### src/rtl/wb_arbiter.sv
// wb_arbiter: merges single-cycle ALU results and buffered mult/div (MDU)
// results into one registered register-file write stream. It also keeps a
// pending-destination scoreboard so the issue stage can stall on RAW hazards
// against in-flight MDU operations.
module wb_arbiter #(
  parameter int DEPTH = 4,   // MDU result FIFO entries (power of 2, 2..16)
  parameter int AW    = 5,   // register address width
  parameter int DW    = 32   // data width
) (
  input  logic          clk_i,
  input  logic          rst_i,        // synchronous, active-low

  // ALU result path (always accepted)
  input  logic          alu_valid_i,
  input  logic [AW-1:0] alu_rd_i,
  input  logic [DW-1:0] alu_data_i,

  // MDU result path (valid/ready handshake into the FIFO)
  input  logic          mdu_valid_i,
  output logic          mdu_ready_o,
  input  logic [AW-1:0] mdu_rd_i,
  input  logic [DW-1:0] mdu_data_i,

  // Scoreboard set port and queries
  input  logic          issue_i,
  input  logic [AW-1:0] issue_rd_i,
  input  logic [AW-1:0] rs_addr_i,
  input  logic [AW-1:0] rt_addr_i,
  output logic          rs_busy_o,
  output logic          rt_busy_o,

  // Register-file write port
  output logic          RegWrite_o,
  output logic [AW-1:0] RDaddr_o,
  output logic [DW-1:0] RDdata_o
);

  localparam int PW   = $clog2(DEPTH);
  localparam int CW   = PW + 1;
  localparam int NREG = 1 << AW;

  // Elaboration-time guard on the FIFO geometry.
  if ((DEPTH < 2) || (DEPTH > 16) || ((1 << PW) != DEPTH)) begin : g_bad_depth
    $error("wb_arbiter: DEPTH must be a power of 2 in 2..16");
  end

  // ---------------------------------------------------------------------------
  // MDU result FIFO
  // ---------------------------------------------------------------------------
  logic [AW-1:0] fifo_rd   [DEPTH];
  logic [DW-1:0] fifo_data [DEPTH];
  logic [PW-1:0] wr_ptr_q, rd_ptr_q;
  logic [CW-1:0] count_q;

  logic          full;
  logic          empty;
  logic          push;
  logic          pop;
  logic [AW-1:0] head_rd;
  logic [DW-1:0] head_data;

  // Ready comes from the registered count only: a full FIFO refuses a push
  // even in a cycle where it also pops. Held low while reset is asserted.
  assign full        = (count_q == CW'(DEPTH));
  assign empty       = (count_q == '0);
  assign mdu_ready_o = rst_i && !full;
  assign push        = mdu_valid_i && mdu_ready_o;

  // The ALU always wins; the FIFO head drains only in ALU bubbles.
  assign pop         = rst_i && !alu_valid_i && !empty;

  assign head_rd     = fifo_rd[rd_ptr_q];
  assign head_data   = fifo_data[rd_ptr_q];

  // FIFO storage: written at the tail on an accepted push.
  // NOTE: the storage array has no reset; validity is tracked entirely by the
  // pointers and count, so clearing it would only cost reset fan-out.
  always_ff @(posedge clk_i) begin
    if (push) begin
      fifo_rd[wr_ptr_q]   <= mdu_rd_i;
      fifo_data[wr_ptr_q] <= mdu_data_i;
    end
  end

  // Pointer and occupancy bookkeeping; pointers wrap naturally at DEPTH.
  // NOTE: sequential state is assigned with non-blocking (<=) so every flop
  // samples pre-edge values regardless of block ordering.
  always_ff @(posedge clk_i) begin
    if (!rst_i) begin
      wr_ptr_q <= '0;
      rd_ptr_q <= '0;
      count_q  <= '0;
    end else begin
      if (push) wr_ptr_q <= wr_ptr_q + PW'(1);
      if (pop)  rd_ptr_q <= rd_ptr_q + PW'(1);
      case ({push, pop})
        2'b10:   count_q <= count_q + CW'(1);
        2'b01:   count_q <= count_q - CW'(1);
        default: count_q <= count_q;
      endcase
    end
  end

  // ---------------------------------------------------------------------------
  // Pending-destination scoreboard
  // ---------------------------------------------------------------------------
  logic [NREG-1:0] pending_q;
  logic [NREG-1:0] pending_d;

  // Next pending vector: drain clears, issue sets; set is applied last so a
  // newer in-flight op to the same register keeps the bit. r0 is never busy.
  // NOTE: pending_d gets a full default first so no path leaves it unassigned,
  // which would otherwise infer a latch.
  always_comb begin
    pending_d = pending_q;
    if (pop) begin
      pending_d[head_rd] = 1'b0;
    end
    if (issue_i && (issue_rd_i != '0)) begin
      pending_d[issue_rd_i] = 1'b1;
    end
    pending_d[0] = 1'b0;
  end

  // Scoreboard register.
  always_ff @(posedge clk_i) begin
    if (!rst_i) begin
      pending_q <= '0;
    end else begin
      pending_q <= pending_d;
    end
  end

  // Busy lookups see only the registered vector, never same-cycle updates.
  assign rs_busy_o = pending_q[rs_addr_i];
  assign rt_busy_o = pending_q[rt_addr_i];

  // ---------------------------------------------------------------------------
  // Registered write port
  // ---------------------------------------------------------------------------
  // Select ALU first, else the FIFO head; an r0 destination still consumes
  // the beat but suppresses the write enable. Address/data hold when idle.
  always_ff @(posedge clk_i) begin
    if (!rst_i) begin
      RegWrite_o <= 1'b0;
      RDaddr_o   <= '0;
      RDdata_o   <= '0;
    end else if (alu_valid_i) begin
      RegWrite_o <= (alu_rd_i != '0);
      RDaddr_o   <= alu_rd_i;
      RDdata_o   <= alu_data_i;
    end else if (pop) begin
      RegWrite_o <= (head_rd != '0);
      RDaddr_o   <= head_rd;
      RDdata_o   <= head_data;
    end else begin
      RegWrite_o <= 1'b0;
    end
  end

endmodule

### config.mk
export PLATFORM = sky130hd
export DESIGN_NAME = wb_arbiter
export DESIGN_NICKNAME = d
export VERILOG_FILES = /design/src/rtl/wb_arbiter.sv
export SDC_FILE = /design/constraint.sdc
export NUM_CORES = 1
export LEC_CHECK = 0
export ABC_CLOCK_PERIOD_IN_PS = 2500
export CORE_AREA = 2 2 126 159
export DETAILED_ROUTE_END_ITERATION = 6
export DIE_AREA = 0 0 128 161
export PLACE_DENSITY_LB_ADDON = 0.05
export SKIP_LAST_GASP = 1
export SLEW_MARGIN = 25
export SYNTH_ARGS = -nofsm -noshare
export SYNTH_HDL_FRONTEND = slang
export SYNTH_SLANG_ARGS = --single-unit
### constraint.sdc
create_clock -name clk_i -period 2.5 [get_ports clk_i]
set_clock_uncertainty 0.2 [all_clocks]
set_input_delay 0.5 -clock clk_i [delete_from_list [all_inputs] [get_ports clk_i]]
set_output_delay 0.5 -clock clk_i [all_outputs]
set_load 0.02 [all_outputs]
==> After elaboration in Yosys (flattened, before gate mapping) <==
Memory sizes are Yosys's and may differ from the RTL's. A register that Yosys moved wholly into a read port is not among the register bits.
Index checks and enable logic that the tools add are counted.
{ "word_totals": {"ff_bits": 77, "ramBits": 148, "input_bits": 94, "output_inout_bits": 41, "wordCells": 65, "mem_count": 2} }
{ "memory_table": {"columns": ["name", "words", "width", "read_ports", "rd_clocked_by_memory_dff", "wr", "line_no", "source"], "rows": [
  ["fifo_data", 4, 32, 1, 1, 1, "51", "logic [DW-1:0] fifo_data [DEPTH];"],
  ["fifo_rd", 4, 5, 1, 1, 1, "50", "logic [AW-1:0] fifo_rd [DEPTH];"]
]} }
{ "classes": {"addsub": 4, "order_cmp": 6, "eq_ne": 3, "muxes": 23, "bitwise_logic": 3, "reduce_logical": 16} }
{ "ops": {"columns": ["operator", "n"], "rows": [
  ["2-to-1 mux 32 bit", 4],
  ["bitwise AND 32 bit", 1],
  ["NOT 32 bit", 1],
  ["bitwise OR 32 bit", 1],
  ["less-than comparator 5 x 6 -> 1 bit (second input constant)", 4],
  ["nonzero test 5 bit", 3],
  ["binary-select mux 1 bit (select 5 bit)", 2],
  ["demux 1 bit (select 5 bit)", 2],
  [">= comparator 5 x 1 -> 1 bit (second input constant)", 2],
  ["2-to-1 mux 5 bit", 2],
  ["2-to-1 mux 1 bit", 8],
  ["2-to-1 mux 2 bit", 4],
  ["logical AND 1 bit", 7],
  ["one-hot mux 3 bit (2 select lines)", 1],
  ["adder 2 x 1 -> 2 bit (second input constant)", 2],
  ["nonzero test 2 bit", 2],
  ["adder 3 x 1 -> 3 bit (second input constant)", 1],
  ["== test 3 bit (second input constant)", 1],
  ["logical NOT 1 bit", 3],
  ["logical NOT 3 bit", 1],
  ["subtractor 3 x 1 -> 3 bit (second input constant)", 1],
  ["== test 2 x 1 -> 1 bit (second input constant)", 1],
  ["== test 2 bit (second input constant)", 1]
]} }

==> Longest topological paths before layout <==
{ "depth": {"word_depth": 9, "ltp_mapped": 9, "mapped_depth_nobuf": 9} }

==> Least setup slack after synthesis <==
OpenSTA, ideal clock, no wires.
{ "synth_path": {"kind": "in2out", "from": "input rs_addr_i[2]", "to": "output rs_busy_o", "t_arrival_ns": 1.881, "required_time_ns": 1.800, "setup_slack_ns": -0.081, "cell_stages": 5, "path_buffers": 1, "path_cell_list": "clkbuf_1 -> mux4_2 -> a22oi_1 -> o211ai_1 -> mux2_2"} }
{ "synth_between": {"elab_chain_len": 2} }
{ "synth_lines": {"columns": ["item", "line_no", "source"], "rows": [
  ["start, declared", "27", "input logic [AW-1:0] rs_addr_i,"],
  ["binary-select mux 1 bit (select 5 bit)", "135", "assign rs_busy_o = pending_q[rs_addr_i];"],
  ["2-to-1 mux 1 bit (implied by the code)", "135", null],
  ["end, declared", "29", "output logic rs_busy_o,"]
]} }
No other way between the ends. The select of a mux whose other input is x is not followed.

==> Worst setup path after layout <==
{ "layout_path": {"from": "register pending_q[31]", "to": "output rt_busy_o"} }
{ "layout_between": {"elab_chain_len": 2} }
{ "layout_lines": {"columns": ["item", "line_no", "source"], "rows": [
  ["start, declared", "107", "logic [NREG-1:0] pending_q;"],
  ["start signal, assigned", "130", "pending_q <= pending_d;"],
  ["binary-select mux 1 bit (select 5 bit)", "136", "assign rt_busy_o = pending_q[rt_addr_i];"],
  ["2-to-1 mux 1 bit (implied by the code)", "136", null],
  ["end, declared", "30", "output logic rt_busy_o,"]
]} }
No other way between the ends. The select of a mux whose other input is x is not followed.

==> run_results.csv <==
group,metric,value,unit
outcome,status,"finished with violations",
outcome,violations,"negative setup slack",
drt,wl_per_cell,20.2,um
worst_setup_path,cp-end-kind,"output port",
drt,wl_met1,8.63,mm
min_path,hold_path.class,"flop to flop",
placed_design,gp_congestion,0.841,
drt,ant_nets,0,
flow_run,cap_violations,0,
global_route,grt_pass1_vias,6628,
cts,htree_levels,1,
die,coreArea,19100,um2
drt,routed-wl-met3,919,um
global_route,antenna_found_initial,1,
min_path,min_path_cells,2,
placed_design,io_buffers,134,
final_layout,final_nets,924,
global_route,grt-ovfl-total,0,
final_layout,drive_above_1_share,0.199,
sta,finalCritPeriodShare,1.08,
sta,worst_hold_slack,294,ps
cts,cts_post_setup_buffers_inserted,0,
synthesis,yosys-top-cells-area,"edfxtp_1, dfxtp_1, mux4_2, a21oi_1, nand2_1",
sta,rsz0062_at_grt,"yes",
sta,setup_viol,2,
cts,clock_latency,500,ps
cts,hold_buffers,0,
synthesis,synth_edf_count,148,
global_route,grt_max_degree,58,
worst_setup_path,reg2reg_slack,80,ps
synthesis,synth.avg_cell_area,14.0,um2
placed_design,dpl.hpwl,15.2,mm
sta,slew_headroom,0.601,
worst_setup_path,critPathTopFamily,"multiplexers",
synthesis,synth_top_area_share,0.481,
final_layout,diodes,0,
cts,clock_sinks,226,
sta,setup_ws,-196,ps
drt,via_per_inst,5.65,
worst_setup_path,r2r_cells,4,
synthesis,synth_ff_type,"edfxtp_1",
worst_setup_path,worstSetupPathType,"flop to output port",
synthesis,synth.distinct_cells,37,
worst_setup_path,arrival,2000,ps
cts,clockRootBuffer,"clkbuf_16",
drt,top_layer,"met5",
die,fp.dieW,128,um
cts,numCtsBuffers,22,
min_path,hold_start,"pending_q[26]",
die,ios,135,
die,dieArea,20600,um2
drt,dr.pass1.iters,7,
synthesis,synth.most_common_cell,"edfxtp_1",
drt,via_count,6080,
power_and_ir_drop,ir_worst_vdd,643,uV
power_and_ir_drop,p_leak,3.99,nW
synthesis,synth_area,9240,um2
drt,detail_route.iter0.violations,468,
worst_setup_path,cp.buffers_inverters,1,
final_layout,area_growth,30.1,%
global_route,grt_pass1_wl,34.9,mm
placed_design,pre_cts_ws,-1000,ps
worst_setup_path,crit_required,1800,ps
worst_setup_path,slowest_delay,470,ps
sta,hold_viol_final,0,
cts,cts_buffer_depth,3,
synthesis,synth_nets,762,
drt,wl,21.8,mm
sta,fmax,371,MHz
sta,worst_pin_slew,596,ps
synthesis,synth_warnings,0,
sta,report.final.slew_viol_count,0,
worst_setup_path,critPathLaunchType,"flop",
worst_setup_path,path_max_fanout,3,
worst_setup_path,crit_slowest_cell,"mux4_2",
cts,cts_tree,"done",
die,initial_core_util,0.483,
cts,path_clk_slew,60,ps
synthesis,synthTopCellsByCount,"edfxtp_1, dfxtp_1, nand2_1",
synthesis,yosysSeqAreaShare,0.650,
synthesis,syn_inst,662,
worst_setup_path,regToRegEndpoint,"pending_q[9]",
min_path,hold_end,"pending_q[26]",
power_and_ir_drop,pwr_density_cell,742,nW/um2
synthesis,ys_ff_latch,226,
drt,wl_met2,11.5,mm
drt,drc,0,
worst_setup_path,crit_chain,"mux4_2 -> a22oi_2 -> o211ai_1 -> mux2_2 -> buf_2",
synthesis,synth_top_area_cell,"edfxtp_1",
synthesis,async_reset_ff_frac,0,
global_route,grtUsageTotal,0.217,
die,rows,57,
die,die_y,161,um
sta,finalCriticalPeriod,2700,ps
## timing repair
item / 4_1_cts / 5_1_grt
gates resized for setup: 32 / 5
pin swaps: 0 / 1
endpoints found under the setup margin: 4 / 5
## layer usage
metal | GRT usage | up-vias
met5 | 0 | -
met4 | 0.0844 | 2
met3 | 0.0368 | 52
met2 | 0.388 | 166
met1 | 0.262 | 3028
li1 | - | 2832
## how the worst max path moves through the flow
stage / from / end / slack, ps / cells after the start
2_1_floorplan: rs_addr_i[1] / rs_busy_o / -20 / 5
3_5_place_dp: rs_addr_i[1] / rs_busy_o / -1000 / 7
6_report: pending_q[31] / rt_busy_o / -200 / 5
3_3_place_gp: rs_addr_i[1] / rs_busy_o / -980 / 7
4_1_cts: pending_q[23] / rs_busy_o / -220 / 5
5_1_grt: pending_q[31] / rs_busy_o / -250 / 5
## flip-flops by register name, indices dropped and copies added (netlist names), named ones only
signal      count
rd_ptr_q        2
RDdata_o       32
fifo_rd        20
pending_q      31
count_q         3
RegWrite_o      1
fifo_data     128
wr_ptr_q        2
RDaddr_o        5
## where the power goes
group | internal [W] | switching (W) | total [W]
Combinational | 0.000490 | 0.000509 | 0.000999
Clock | 0.00233 | 0.00139 | 0.00373
Sequential | 0.00412 | 0.0000675 | 0.00419
Total | 0.00694 | 0.00197 | 0.00891
## worst reg2reg max path, delay by kind of cell (launching register included)
family | cells | cell delay (ps)
multiplexers | 1 | 610
flip-flops | 1 | 470
AO/OA/AOI/OAI | 2 | 310
AND/OR/NAND/NOR | 1 | 720
## cell type report
| class | instances | area, um2 |
|---|---|---|
| clock inverters | 16 | 246 |
| repair buffers | 180 | 1770 |
| well taps | 236 | 295 |
| flip-flops and latches | 226 | 6020 |
| clock buffers | 24 | 589 |
| inverters | 8 | 30.0 |
| multi-input cells | 386 | 3070 |
| fillers | 1482 | 7100 |
## per-stage QoR
| stage | power, W | setup TNS [ps] | std cells | instance area [um2] | utilization |
|---|---|---|---|---|---|
| finish | 0.00891 | -390 | 1076 | 12000 | 0.629 |
| global route | 0.00924 | -499 | 1076 | 12000 | 0.629 |
| CTS | 0.00900 | -436 | 1076 | 12000 | 0.628 |
| detailed placement | 0.00527 | -2400 | 1036 | 11100 | 0.583 |
| global placement | 0.00525 | -2120 | 1036 | 11100 | 0.583 |
| floorplan | 0.00477 | -17.6 | 662 | 9250 | - |
## cells by family after synthesis
family | count (synthesis) | synth area share
flops | 226 | 0.650
simple gates | 124 | 0.0625
mux | 63 | 0.138
fa+ha+maj | 6 | 0.00894
compound gates | 188 | 0.114
buf+inv | 50 | 0.0221
xor+xnor | 5 | 0.00474
## placed cells by master (no fill, tap or decap), types with 3 or more instances in the layout
cell type,instances
inv_1,8
nand2b_1,3
o21ai_0,56
edfxtp_1,148
dfxtp_1,70
clkdlybuf4s15_2,4
nand2_1,77
clkdlybuf4s50_1,124
or3b_2,3
clkinvlp_4,4
mux4_2,51
buf_6,3
bufinv_16,6
and2_2,4
buf_2,3
o21ai_1,16
clkbuf_16,23
mux2i_1,9
a21oi_1,74
clkinv_2,3
ha_1,5
a21boi_1,25
nand3b_1,5
and2_1,9
a21boi_0,8
nor2_1,10
buf_12,7
buf_4,37
dfxtp_2,8
xnor2_1,3
No activity file was read; power rests on OpenSTA's default activity.
